$ cat src/rtl/pix_skid_buf.sv
// Two-entry valid/ready buffer: one output register backed by one skid register.
// Ready is registered and is the inverse of skid occupancy.
module pix_skid_buf #(
    parameter int DATA_WIDTH = 12
) (
    input  logic                  clk,
    input  logic                  rst,
    input  logic                  s_valid,
    input  logic [DATA_WIDTH-1:0] s_data,
    output logic                  s_ready,
    output logic                  m_valid,
    output logic [DATA_WIDTH-1:0] m_data,
    input  logic                  m_ready
);

    logic                  out_valid_q, out_valid_d;
    logic [DATA_WIDTH-1:0] out_data_q,  out_data_d;
    logic                  skid_valid_q, skid_valid_d;
    logic [DATA_WIDTH-1:0] skid_data_q,  skid_data_d;
    logic                  s_ready_q,   s_ready_d;
    logic                  s_fire;
    logic                  out_free;

    always_comb begin
        // NOTE: every combinational output gets a default first so no path leaves it unassigned (no latch).
        out_valid_d  = out_valid_q;
        out_data_d   = out_data_q;
        skid_valid_d = skid_valid_q;
        skid_data_d  = skid_data_q;
        s_fire       = s_valid && s_ready_q;
        out_free     = !out_valid_q || m_ready;

        if (out_free) begin
            // A parked skid entry always goes out before any new input.
            if (skid_valid_q) begin
                out_valid_d  = 1'b1;
                out_data_d   = skid_data_q;
                skid_valid_d = 1'b0;
            end else if (s_fire) begin
                out_valid_d = 1'b1;
                out_data_d  = s_data;
            end else begin
                out_valid_d = 1'b0;
            end
        end else if (s_fire) begin
            skid_valid_d = 1'b1;
            skid_data_d  = s_data;
        end

        s_ready_d = !skid_valid_d;
    end

    always_ff @(posedge clk) begin
        // NOTE: state registers use non-blocking assignments so all flops update from pre-edge values.
        if (rst) begin
            out_valid_q  <= 1'b0;
            out_data_q   <= '0;
            skid_valid_q <= 1'b0;
            skid_data_q  <= '0;
            s_ready_q    <= 1'b0;
        end else begin
            out_valid_q  <= out_valid_d;
            out_data_q   <= out_data_d;
            skid_valid_q <= skid_valid_d;
            skid_data_q  <= skid_data_d;
            s_ready_q    <= s_ready_d;
        end
    end

    assign s_ready = s_ready_q;
    assign m_valid = out_valid_q;
    assign m_data  = out_data_q;

endmodule

$ cat src/rtl/pix_border_overlay.sv
// Paints a BORDER_PX-wide frame of BORDER_RGB over a raster pixel stream.
// Define PIX_BORDER_OVERLAY_CROSSHAIR_EN to also paint a one-pixel centre crosshair.
module pix_border_overlay #(
    parameter int                         COLOR_WIDTH = 4,
    parameter int                         H_WIDTH     = 12,
    parameter int                         V_WIDTH     = 12,
    parameter int                         BORDER_PX   = 1,
    parameter logic [3*COLOR_WIDTH-1:0]   BORDER_RGB  = '1
) (
    input  logic                   clk,
    input  logic                   rst,
    input  logic                   overlay_en,
    input  logic [H_WIDTH-1:0]     h_visible,
    input  logic [V_WIDTH-1:0]     v_visible,
    input  logic                   s_pix_valid,
    input  logic [COLOR_WIDTH-1:0] s_pix_red,
    input  logic [COLOR_WIDTH-1:0] s_pix_grn,
    input  logic [COLOR_WIDTH-1:0] s_pix_blu,
    output logic                   s_pix_ready,
    output logic                   m_pix_valid,
    output logic [COLOR_WIDTH-1:0] m_pix_red,
    output logic [COLOR_WIDTH-1:0] m_pix_grn,
    output logic [COLOR_WIDTH-1:0] m_pix_blu,
    input  logic                   m_pix_ready
);

    localparam int                 PIX_W    = 3 * COLOR_WIDTH;
    localparam logic [H_WIDTH-1:0] BORDER_H = H_WIDTH'(BORDER_PX);
    localparam logic [V_WIDTH-1:0] BORDER_V = V_WIDTH'(BORDER_PX);

    logic [H_WIDTH-1:0] x_q, x_d;
    logic [V_WIDTH-1:0] y_q, y_d;
    logic               s_fire;
    logic               border_hit;
    logic               overlay_hit;
    logic [PIX_W-1:0]   ovl_pix;
    logic [PIX_W-1:0]   m_pix;

    always_comb begin
        s_fire     = s_pix_valid && s_pix_ready;
        border_hit = (x_q < BORDER_H) || (x_q >= h_visible - BORDER_H) ||
                     (y_q < BORDER_V) || (y_q >= v_visible - BORDER_V);
`ifdef PIX_BORDER_OVERLAY_CROSSHAIR_EN
        overlay_hit = border_hit || (x_q == (h_visible >> 1)) || (y_q == (v_visible >> 1));
`else
        overlay_hit = border_hit;
`endif
        ovl_pix = (overlay_en && overlay_hit) ? BORDER_RGB : {s_pix_red, s_pix_grn, s_pix_blu};
    end

    // The counters tag the pixel being accepted, so they only move on an input transfer.
    always_comb begin
        x_d = x_q;
        y_d = y_q;
        if (s_fire) begin
            if (x_q == h_visible - H_WIDTH'(1)) begin
                x_d = '0;
                y_d = (y_q == v_visible - V_WIDTH'(1)) ? '0 : y_q + V_WIDTH'(1);
            end else begin
                x_d = x_q + H_WIDTH'(1);
            end
        end
    end

    always_ff @(posedge clk) begin
        if (rst) begin
            x_q <= '0;
            y_q <= '0;
        end else begin
            x_q <= x_d;
            y_q <= y_d;
        end
    end

    pix_skid_buf #(
        .DATA_WIDTH(PIX_W)
    ) u_skid (
        .clk     (clk),
        .rst     (rst),
        .s_valid (s_pix_valid),
        .s_data  (ovl_pix),
        .s_ready (s_pix_ready),
        .m_valid (m_pix_valid),
        .m_data  (m_pix),
        .m_ready (m_pix_ready)
    );

    assign m_pix_red = m_pix[PIX_W-1 -: COLOR_WIDTH];
    assign m_pix_grn = m_pix[2*COLOR_WIDTH-1 -: COLOR_WIDTH];
    assign m_pix_blu = m_pix[COLOR_WIDTH-1:0];

endmodule

$ cat config.mk
export PLATFORM = sky130hd
export DESIGN_NAME = pix_border_overlay
export DESIGN_NICKNAME = d
export VERILOG_FILES = /design/src/rtl/pix_skid_buf.sv /design/src/rtl/pix_border_overlay.sv
export SDC_FILE = /design/constraint.sdc
export NUM_CORES = 1
export LEC_CHECK = 0
export CORE_ASPECT_RATIO = 1.1
export CORE_UTILIZATION = 50
export CTS_BUF_LIST = sky130_fd_sc_hd__clkbuf_8
export DETAILED_ROUTE_END_ITERATION = 8
export PLACE_DENSITY = 0.88
export RECOVER_POWER = 25
export SYNTH_ARGS = -nofsm -noshare
export SYNTH_HDL_FRONTEND = slang
export SYNTH_SLANG_ARGS = --single-unit
$ cat constraint.sdc
create_clock -name clk -period 2.6 [get_ports clk]
set_input_delay 0.39 -clock clk [delete_from_list [all_inputs] [get_ports clk]]
set_output_delay 0.39 -clock clk [all_outputs]
set_load 0.01 [all_outputs]
; Word level (Yosys, flattened, before mapping)
; Index checks and enable logic that the tools add are counted.
[word_totals]
reg_bits = 51
in_bits = 41
output_inout_bits = 14
wordCells = 39
[op_classes]
add_sub_neg = 4
magnitude_cmp = 4
n_eq_ne = 2
mux = 9
n_bitwise = 1
n_reduce_logical = 12
[op_table]
columns = cell, count
row1 = 12-bit two-way mux, 5
row2 = "12-bit by 1-bit adder with 12-bit output, second input constant", 2
row3 = 12-bit equality test, 2
row4 = 12-bit >= comparator, 2
row5 = "12-bit by 1-bit < comparator with 1-bit output, second input constant", 2
row6 = "12-bit by 1-bit subtractor with 12-bit output, second input constant", 2
row7 = 2-bit AND reduction, 3
row8 = 1-bit logical OR, 4
row9 = 1-bit two-way mux, 4
row10 = 1-bit logical AND, 2
row11 = 1-bit zero test, 2
row12 = 2-bit nonzero test, 1
row13 = 1-bit inverter, 1

; Logic depth before layout (Yosys ltp)
; Gate-level depths: netlist of the first run.
[logic_depth]
ltp_word = 9
depth_mapped = 13
depth_no_buf = 12

; Modules after synthesis
; Synthesis of the first run repeated with hierarchy kept, for this count alone.
[unflattened]
cells_unflattened = 389
hier_area_um2 = 3253.1
[by_module_without_submodules]
columns = mod, instances, cells_per_inst, area_per_inst_um2, seq_area_each_um2
row1 = pix_border_overlay, 1, 269, 2113.3, 480.5
row2 = pix_skid_buf, 1, 120, 1139.8, 540.5

; Worst setup path after synthesis of the first run
; No wires, ideal clock.
[synth_timing]
kind = input port to flip-flop
startpoint = in h_visible[9]
endpoint = reg u_skid.skid_data_q[10]
setup_time_ps = 140
t_arrival_ps = 2606
slack_ps = -146
cell_stages = 11
path_cell_list = or4_1 nor3_1 xnor2_1 ha_1 nand4_2 nor3_1 a211oi_1 nand4_2 o21ai_2 buf_6 a211oi_2
[synth_between]
elab_chain_len = 7
[synth_lines]
columns = item, line
row1 = start: declaration, pix_border_overlay.sv:13  ; input logic [H_WIDTH-1:0] h_visible,
row2 = 12-bit by 1-bit subtractor with 12-bit output, pix_border_overlay.sv:41  ; border_hit = (x_q < BORDER_H) || (x_q >= h_visible - BORDER_H) ||
row3 = 12-bit >= comparator, pix_border_overlay.sv:41
row4 = 1-bit logical OR (2 in a row), pix_border_overlay.sv:41
row5 = 1-bit logical OR, pix_border_overlay.sv:42  ; (y_q < BORDER_V) || (y_q >= v_visible - BORDER_V);
row6 = 1-bit logical AND, pix_border_overlay.sv:48  ; ovl_pix = (overlay_en && overlay_hit) ? BORDER_RGB : {s_pix_red, s_pix_grn, s_pix_blu};
row7 = 12-bit two-way mux, pix_border_overlay.sv:48
row8 = end signal: assignment, pix_skid_buf.sv:65  ; skid_data_q <= skid_data_d;
row9 = end: declaration, pix_skid_buf.sv:19  ; logic [DATA_WIDTH-1:0] skid_data_q, skid_data_d;
; No other way between the ends.
; A chain may end at the register's enable or synchronous reset.

; Worst setup path after layout of the first run
[layout_timing]
startpoint = in h_visible[5]
endpoint = reg y_q[11]
[layout_between]
elab_chain_len = 3
[layout_lines]
columns = item, line
row1 = 12-bit by 1-bit subtractor with 12-bit output, pix_border_overlay.sv:56  ; if (x_q == h_visible - H_WIDTH'(1)) begin
row2 = 12-bit equality test, pix_border_overlay.sv:56
row3 = 2-bit AND reduction (no source line), --
row4 = end signal: assignment, pix_border_overlay.sv:71  ; y_q <= y_d;
row5 = end: declaration, pix_border_overlay.sv:32  ; logic [V_WIDTH-1:0] y_q, y_d;
; No other way between the ends.

==> results of run 1 <==
==> cells in the final DEF (no fill, tap or decap), types with 6 or more instances in the layout <==
cell             instances
a211oi_2                13
a21oi_1                 10
buf_2                    8
buf_4                   43
buf_6                   13
clkdlybuf4s50_1         34
dfxtp_1                 51
ha_1                    30
inv_1                   12
nand2_1                 35
nand4_1                  7
nor2_1                  60
nor3_1                   6
nor4_4                  18
o22ai_1                 12
o31ai_2                 10
xnor2_1                 15
xor2_1                  23
==> cells by family after synthesis <==
group           synth area share, %
simple gates                   28.6
compound gates                 15.8
flops                          30.3
xor+xnor                       9.88
fa+ha+maj                      11.1
buf+inv                        3.94
mux                           0.297
==> registers in the layout, indices dropped and copies added (netlist names) <==
signal	cells
y_q	12
x_q	12
u_skid.skid_data_q	12
u_skid.s_ready	1
u_skid.skid_valid_q	1
u_skid.m_data	12
u_skid.m_valid	1
==> report_power, final <==
group | internal, mW | switching [mW]
sequential | 0.801 | 0.0127
combinational | 0.184 | 0.185
clock | 0.291 | 0.303
total | 1.28 | 0.500
==> worst max-delay path: stages <==
cell	delay, ps
buf_8	100
nor4_4	320
nand2_2	150
buf_4	170
nor2_1	120
xnor2_1	80
ha_1	340
nand4_2	190
buf_4	210
nor4_4	250
and2_4	220
nand4_1	160
xor2_1	270
nor2_1	70
==> what timing repair did <==
item / CTS / global route
hold buffers: 0 / 0
setup endpoints to repair: 48 / 48
setup buffers: 11 / 6
resized for setup: 107 / 24
endpoints found under the hold margin: 0 / 0
pin swaps: 53 / 33
cloned: 2 / 1
==> cell usage after synthesis, types with 5 or more instances <==
| master | number | area share [%] |
|---|---|---|
| nor4_1 | 8 | 1.5 |
| nor4_2 | 11 | 4.1 |
| clkbuf_1 | 7 | 0.78 |
| and3_1 | 6 | 1.1 |
| o22ai_1 | 12 | 2.2 |
| a21oi_1 | 15 | 2.2 |
| nor3_1 | 10 | 1.5 |
| o21ai_0 | 6 | 0.89 |
| inv_1 | 12 | 1.3 |
| ha_1 | 30 | 11 |
| nand4_1 | 7 | 1.3 |
| or3_1 | 5 | 0.93 |
| xnor2_1 | 15 | 3.9 |
| xor2_1 | 23 | 6.0 |
| dfxtp_1 | 51 | 30 |
| nand4_2 | 5 | 1.9 |
| o31ai_2 | 10 | 3.7 |
| nor2_1 | 62 | 6.9 |
| nand3_1 | 5 | 0.74 |
| a211oi_2 | 10 | 3.7 |
| nand2_1 | 37 | 4.1 |
==> final cells by class <==
type | count | area [um^2]
multi-input combinational | 311 | 2560
fill | 430 | 1660
timing repair buffer | 112 | 1050
sequential | 51 | 1020
tap | 82 | 103
clock buffer | 5 | 68.8
clock inverter | 3 | 46.3
inverter | 12 | 45.0
==> through the flow <==
step / TNS [ps] / util [%] / setup slack [ps]
5_1_grt: -8870 / 74.7 / -329
2_1_floorplan: -1430 / - / -96.8
6_report: -4370 / 74.7 / -256
3_5_place_dp: -34210 / 66.2 / -863
3_3_place_gp: -29810 / 66.2 / -716
4_1_cts: -2050 / 72.9 / -139
==> routing by layer <==
metal | track usage (%) | vias up | share of wire (%)
met1 | 30.0 | 1657 | 36
met3 | 3.54 | 65 | 5.8
met5 | 0 | - | 0
met4 | 18.3 | 0 | 7.3
li1 | - | 1603 | -
met2 | 55.8 | 212 | 51
==> worst paths after layout <==
kind,slack [ps],startpoint,to
worst max-delay path,-260,h_visible[5],y_q[11]
worst min-delay path,480,u_skid.m_data[7],u_skid.m_data[7]
worst max register to register,280,x_q[3],u_skid.m_data[0]
worst min register to register,480,u_skid.m_data[7],u_skid.m_data[7]
==> results.md, run 1 <==
Drt:
- The number of DRC violations after detailed-routing iteration 0 is 227.
- The detailed-router iteration count before antenna repair is 6.
- The final routed wire length divided by cell count is 18.8 um.
- The total number of vias is 3537.
- The routed design has 10.8 mm of wire.
- The count of nets left with antenna violations once routing finished came out at 0.
- The via count normalized by instance count is 6.14.
- The residual DRC count is 0.

Placed design:
- The weighted congestion reported at the end of routability-driven placement is 0.859.
- Once placement completed, the tool counted placed cells totaling 549.
- In this run the cell area measured after placement is 4340 um^2.
- The HPWL reported at the end of detailed placement is 6.37 mm.
- The number of port buffers is 54.

Critical path:
- Counting cells, the worst reg-to-reg path comes to 7.
- For the worst setup path, the data required time is 2810 ps.
- Along the worst path, the maximum fanout reaches 4.
- Data on the critical path arrives at its endpoint at 3070 ps.
- The kind of start point of the critical path is an input pin.
- The critical path is of the input pin to register type.
- The worst setup path is captured at a register.

Global route:
- The remaining global-route overflow is 0.
- The pin count of the biggest net entering global routing is 21.
- The number of antenna violations at the first check in global routing is 0.
- The wire length of the first global-routing pass is 15.7 mm.
- The global-route total usage across every layer is 29.2%.
- The via count of the first global-routing pass was 3482.

Die:
- For this configuration, the core starts out at a cell density of 51.4%.
- The die is 88.1 um tall.
- In this run the horizontal extent of the chip is 80.3 um.
- The core area is 6560 um^2.
- The number of placement rows is 31.
- 55 I/O pins were placed.
- The floorplan step defined a die boundary enclosing 7070 um^2.

Clock tree:
- The total clock buffers created by CTS is 5.
- The clock tree from TritonCTS is yes.
- Clock tree synthesis selected as its root buffer the cell clkbuf_8.
- The H-tree level count is 2.
- For this design, the sink count on the clock tree is 51.
- The worst-skew pair later-pin latency is 320 ps.
- The maximum count of clock buffers along a single path is 2.
- The clock slew seen by the registers of the worst setup and hold paths is 100 ps.

STA:
- The number of hold-slack violations in the final timing report is 0.
- The clock tree skew after final layout is 7.93 ps.
- Based on the critical path, the design can be clocked at up to 350 MHz.
- The headroom to the max-slew limit is 49.4%.
- For the pin with the worst max-slew slack, the measured transition is 752 ps.
- The minimum period implied by the final worst setup slack is 2860 ps.
- The count of endpoints failing setup in the final report is 35.
- The final count of pins violating max slew is 0.
- Setup repair after global routing could not meet its margin everywhere.
- Dividing the final minimum period by the clock period gives 110%.
- The worst hold margin is 475 ps.
- The post-route worst setup slack is -256 ps.

Power and ir drop:
- The peak supply drop is 301 uV.
- Power spread over the standard cell area amounts to 363 nW/um^2.
- The leakage component of the power is 1.89 nW.
- The total power draw is 1.78 mW.

Yosys:
- The most used flip-flop cell after synthesis is dfxtp_1.
- Synthesis inferred 51 register bits.
- The cell count after synthesis came out at 388.
- Dividing the synthesized area by the synthesized cell count gives 8.68 um^2.
- The number of distinct standard cells referenced by the synthesized netlist is 42.
- Synthesis produced a netlist with a net count of 459.
- The synthesized design contains 0 enable-type register cells.
- The cell area after synthesis is 3370 um^2.
- The sequential fraction of the synthesis area is 30.3%.
- Counting flops with an async set or reset pin after synthesis yields a share of 0%.
- The number of warnings reported in the yosys synthesis log is 0.

Finish:
- The antenna diode count is 0.
- The area growth from synthesis to layout is 45.4%.
- The share of cells above drive strength 1 is 31.0%.
- After routing the design area is 4900 um^2.
- For this run, the post-layout net count is 564.
- The post-layout instance count excluding filler cells is 576.

Hold path:
- In this run the worst hold path is classified as register to register.
- The worst hold path depth is 2.

Status:
- The final reports fail on negative setup slack.
- The run finished, with violations left.

Job:
- The number of max-cap violations is 0.
Note: power is estimated with default switching activity, not from simulation.
==> run 2, diff against run 1 <==
--- a/config.mk
+++ b/config.mk
@@ -5,7 +5,6 @@
 export SDC_FILE = /design/constraint.sdc
 export NUM_CORES = 1
 export LEC_CHECK = 0
-export CORE_ASPECT_RATIO = 1.1
 export CORE_UTILIZATION = 50
 export CTS_BUF_LIST = sky130_fd_sc_hd__clkbuf_8
 export DETAILED_ROUTE_END_ITERATION = 8
==> results.md, run 2 (synthesis gave the netlist of run 1 again) <==
Status:
- Outcome: complete, but fails checks (unchanged).
- Violated checks: design-rule violations, negative setup slack (was negative setup slack).

Drt:
- The residual DRC count came to 2 (was 0).
- The via count normalized by instance count is 6.58 (was 6.14).
- The number of nets with antenna violations after routing came to 0 (unchanged).
- The detailed-router iteration count before antenna repair is 7 (was 6).
- The final routed wire length divided by cell count came to 22.1 um (was 18.8 um).
- The routed wire length came to 12.7 mm (was 10.8 mm).
- The total number of vias is 3784 (was 3537).
- The number of DRC violations after detailed-routing iteration 0 is 357 (was 227).

Finish:
- The number of fill cells in the layout is 361 (was 430).
- The total area of sequential cells is 1020 um^2 (unchanged).
- The post-layout net count was 568 (was 564).
- The share of cells above drive strength 1 is 36.1% (was 31.0%).
- Highest-count cells in the layout ignoring fill and taps: dfxtp_1, nor2_1, buf_4, clkdlybuf4s50_1, nand2_1 (was nor2_1, dfxtp_1, buf_4, nand2_1, clkdlybuf4s50_1).
- The antenna diode count came to 0 (unchanged).
- The area of the multi-input gates came to 2690 um^2 (was 2560 um^2).
- The area growth from synthesis to layout is 50.1% (was 45.4%).
- The post-layout instance count excluding filler cells came to 575 (was 576).
- The most common library cell in the layout ignoring fill and taps is dfxtp_1 (was nor2_1).
- The design area came to 5050 um^2 (was 4900 um^2).

Clock tree:
- The worst-skew pair later-pin latency is 340 ps (was 320 ps).
- The clock slew seen by the registers of the worst setup and hold paths is 100 ps (about the same).
- The root buffer cell is clkbuf_8 (unchanged).
- The H-tree level count is 2 (unchanged).
- The clock sink count is 51 (unchanged).
- The hold buffer count at CTS came to 0 (unchanged).
- The total clock buffers created by CTS is 5 (unchanged).
- The clock tree from TritonCTS is yes (unchanged).
- The maximum count of clock buffers along a single path is 2 (unchanged).

Global route:
- The remaining global-route overflow came to 0 (unchanged).
- The global-route total usage across every layer is 32.4% (was 29.2%).
- The number of antenna violations at the first check in global routing came to 0 (unchanged).
- The via count of the first global-routing pass came to 3616 (was 3482).
- The pin count of the biggest net entering global routing is 21 (unchanged).
- The wire length of the first global-routing pass is 18.0 mm (was 15.7 mm).

Critical path:
- The standard cell with the maximum stage delay on the critical path is a211o_4 (was ha_1).
- Sequence of cells on the critical path: dlygate4sd2_1 > nor2_2 > nand2_2 > nor4_4 > xnor2_1 > ha_1 > nand4_4 > buf_6 > nor2_1 > a211o_4 > buf_4 > o21ai_4 > buf_6 > a211oi_2 (was buf_8 > nor4_4 > nand2_2 > buf_4 > nor2_1 > xnor2_1 > ha_1 > nand4_2 > buf_4 > nor4_4 > and2_4 > nand4_1 > xor2_1 > nor2_1).
- The maximum single-stage delay on the critical path is 390 ps (was 340 ps).
- The buffers plus inverters on the worst setup path is 4 (was 3).
- The kind of start point of the critical path is an input pin (unchanged).
- The critical path's top delay family is simple AND/OR/NAND/NOR gates (unchanged).
- The type of the worst setup path is input pin to register (unchanged).
- The minimum setup slack among reg-to-reg paths is 190 ps (was 280 ps).
- The required arrival time at the worst endpoint is 2820 ps (was 2810 ps).
- The data arrival time of the worst path is 3090 ps (was 3070 ps).
- The maximum fanout encountered on the critical timing path is 7 (was 4).
- The endpoint type of the worst setup path was a register (unchanged).
- The cell type with the highest occurrence count on the critical path is buf_6.

Power and ir drop:
- The leakage component of the power came to 1.96 nW (was 1.89 nW).
- The power density over the cells is 359 nW/um^2 (was 363 nW/um^2).
- The peak supply drop came to 233 uV (was 301 uV).
- The total power draw is 1.82 mW (was 1.78 mW).

Die:
- The number of placement rows is 29 (was 31).
- The core area is 6420 um^2 (was 6560 um^2).
- The full die area is 7070 um^2 (about the same).
- The vertical die dimension is 84.1 um (was 88.1 um).
- The top-level I/O count came to 55 (unchanged).
- The chip width is 84.1 um (was 80.3 um).
- The initial core utilization is 52.4% (was 51.4%).

STA:
- The clock tree skew after final layout is 12.3 ps (was 7.93 ps).
- The slew at the pin with the worst max-slew slack is 654 ps (was 752 ps).
- The count of endpoints failing setup in the final report is 47 (was 35).
- The setup TNS after final layout is -7340 ps (was -4370 ps).
- The fraction of the cycle the final worst path needs is 110% (about the same).
- The minimum period implied by the final worst setup slack was 2870 ps (was 2860 ps).
- The post-route worst setup slack is -266 ps (was -256 ps).
- The headroom to the max-slew limit is 56.4% (was 49.4%).
- The final count of pins violating max slew is 0 (unchanged).
- Unrepaired setup endpoints after global routing: yes (unchanged).
- The fmax was 349 MHz (was 350 MHz).
- The number of hold-slack violations in the final timing report is 0 (unchanged).

Placed design:
- The post-placement cell area is 4310 um^2 (was 4340 um^2).
- The worst slack at placement was -1110 ps (was -863 ps).
- The weighted congestion reported at the end of routability-driven placement was 0.893 (was 0.859).
- The total instance count after detailed placement is 545 (was 549).
- The number of port buffers is 54 (unchanged).
- The HPWL reported at the end of detailed placement is 6.93 mm (was 6.37 mm).

Hold path:
- The worst min-delay path category is register to register (unchanged).

Job:
- The number of max-cap violations is 0 (unchanged).
-- run 2: changes by cell type in the layout (fill, tap and decap cells not counted), sizes merged --
cell           previous run  this run
clkbuf                    6         7
clkinv                    0         1
clkdlybuf4s15             3         2
clkinvlp                  1         0
buf                      69        73
-- run 2: stage by stage --
stage	hold WS, ps	util, %
6_report	487	78.7
2_1_floorplan	478	-
3_5_place_dp	460	67.2
3_3_place_gp	448	67.2
5_1_grt	524	78.7
4_1_cts	483	75.1
-- run 2: layer usage --
metal	up-vias	share of wire (%)	GRT usage (%)
li1	1608	-	-
met1	1798	37	38.0
met2	277	47	56.8
met3	101	8.5	6.33
met4	0	7.0	14.9
met5	-	0	0
-- run 2: timing repair --
| item | 4_1_cts | 5_1_grt |
|---|---|---|
| setup buffers | 13 | 8 |
| setup endpoints to repair | 48 | 48 |
| pin swaps | 43 | 33 |
| endpoints found under the hold margin | 0 | 0 |
| gates resized for setup | 107 | 57 |
| gates cloned | 2 | 1 |
-- run 2: final cells by class --
class	count	area share, %
Clock buffer	5	1.36
Clock inverter	3	0.941
Inverter	12	0.891
Multi-Input combinational cell	311	53.1
Sequential cell	51	20.2
Tap cell	77	1.91
Timing Repair Buffer	116	21.6
-- run 2: worst min-delay path: stages, from the launching register on --
cell     delay, ps
dfxtp_1        340
nand2_1         70
o31ai_2         60
-- run 2: worst paths after layout --
| kind | start | end | depth (start not counted) |
|---|---|---|---|
| min reg2reg | u_skid.m_data[2] | u_skid.m_data[2] | 2 |
| max | h_visible[0] | u_skid.skid_data_q[7] | 14 |
| max reg2reg | y_q[2] | u_skid.m_data[11] | 8 |
| min | u_skid.m_data[2] | u_skid.m_data[2] | 2 |
-- run 2: power by group --
group          switching, mW  internal (mW)
clock                  0.316          0.292
sequential            0.0174          0.801
combinational          0.201          0.187
total                  0.534           1.28
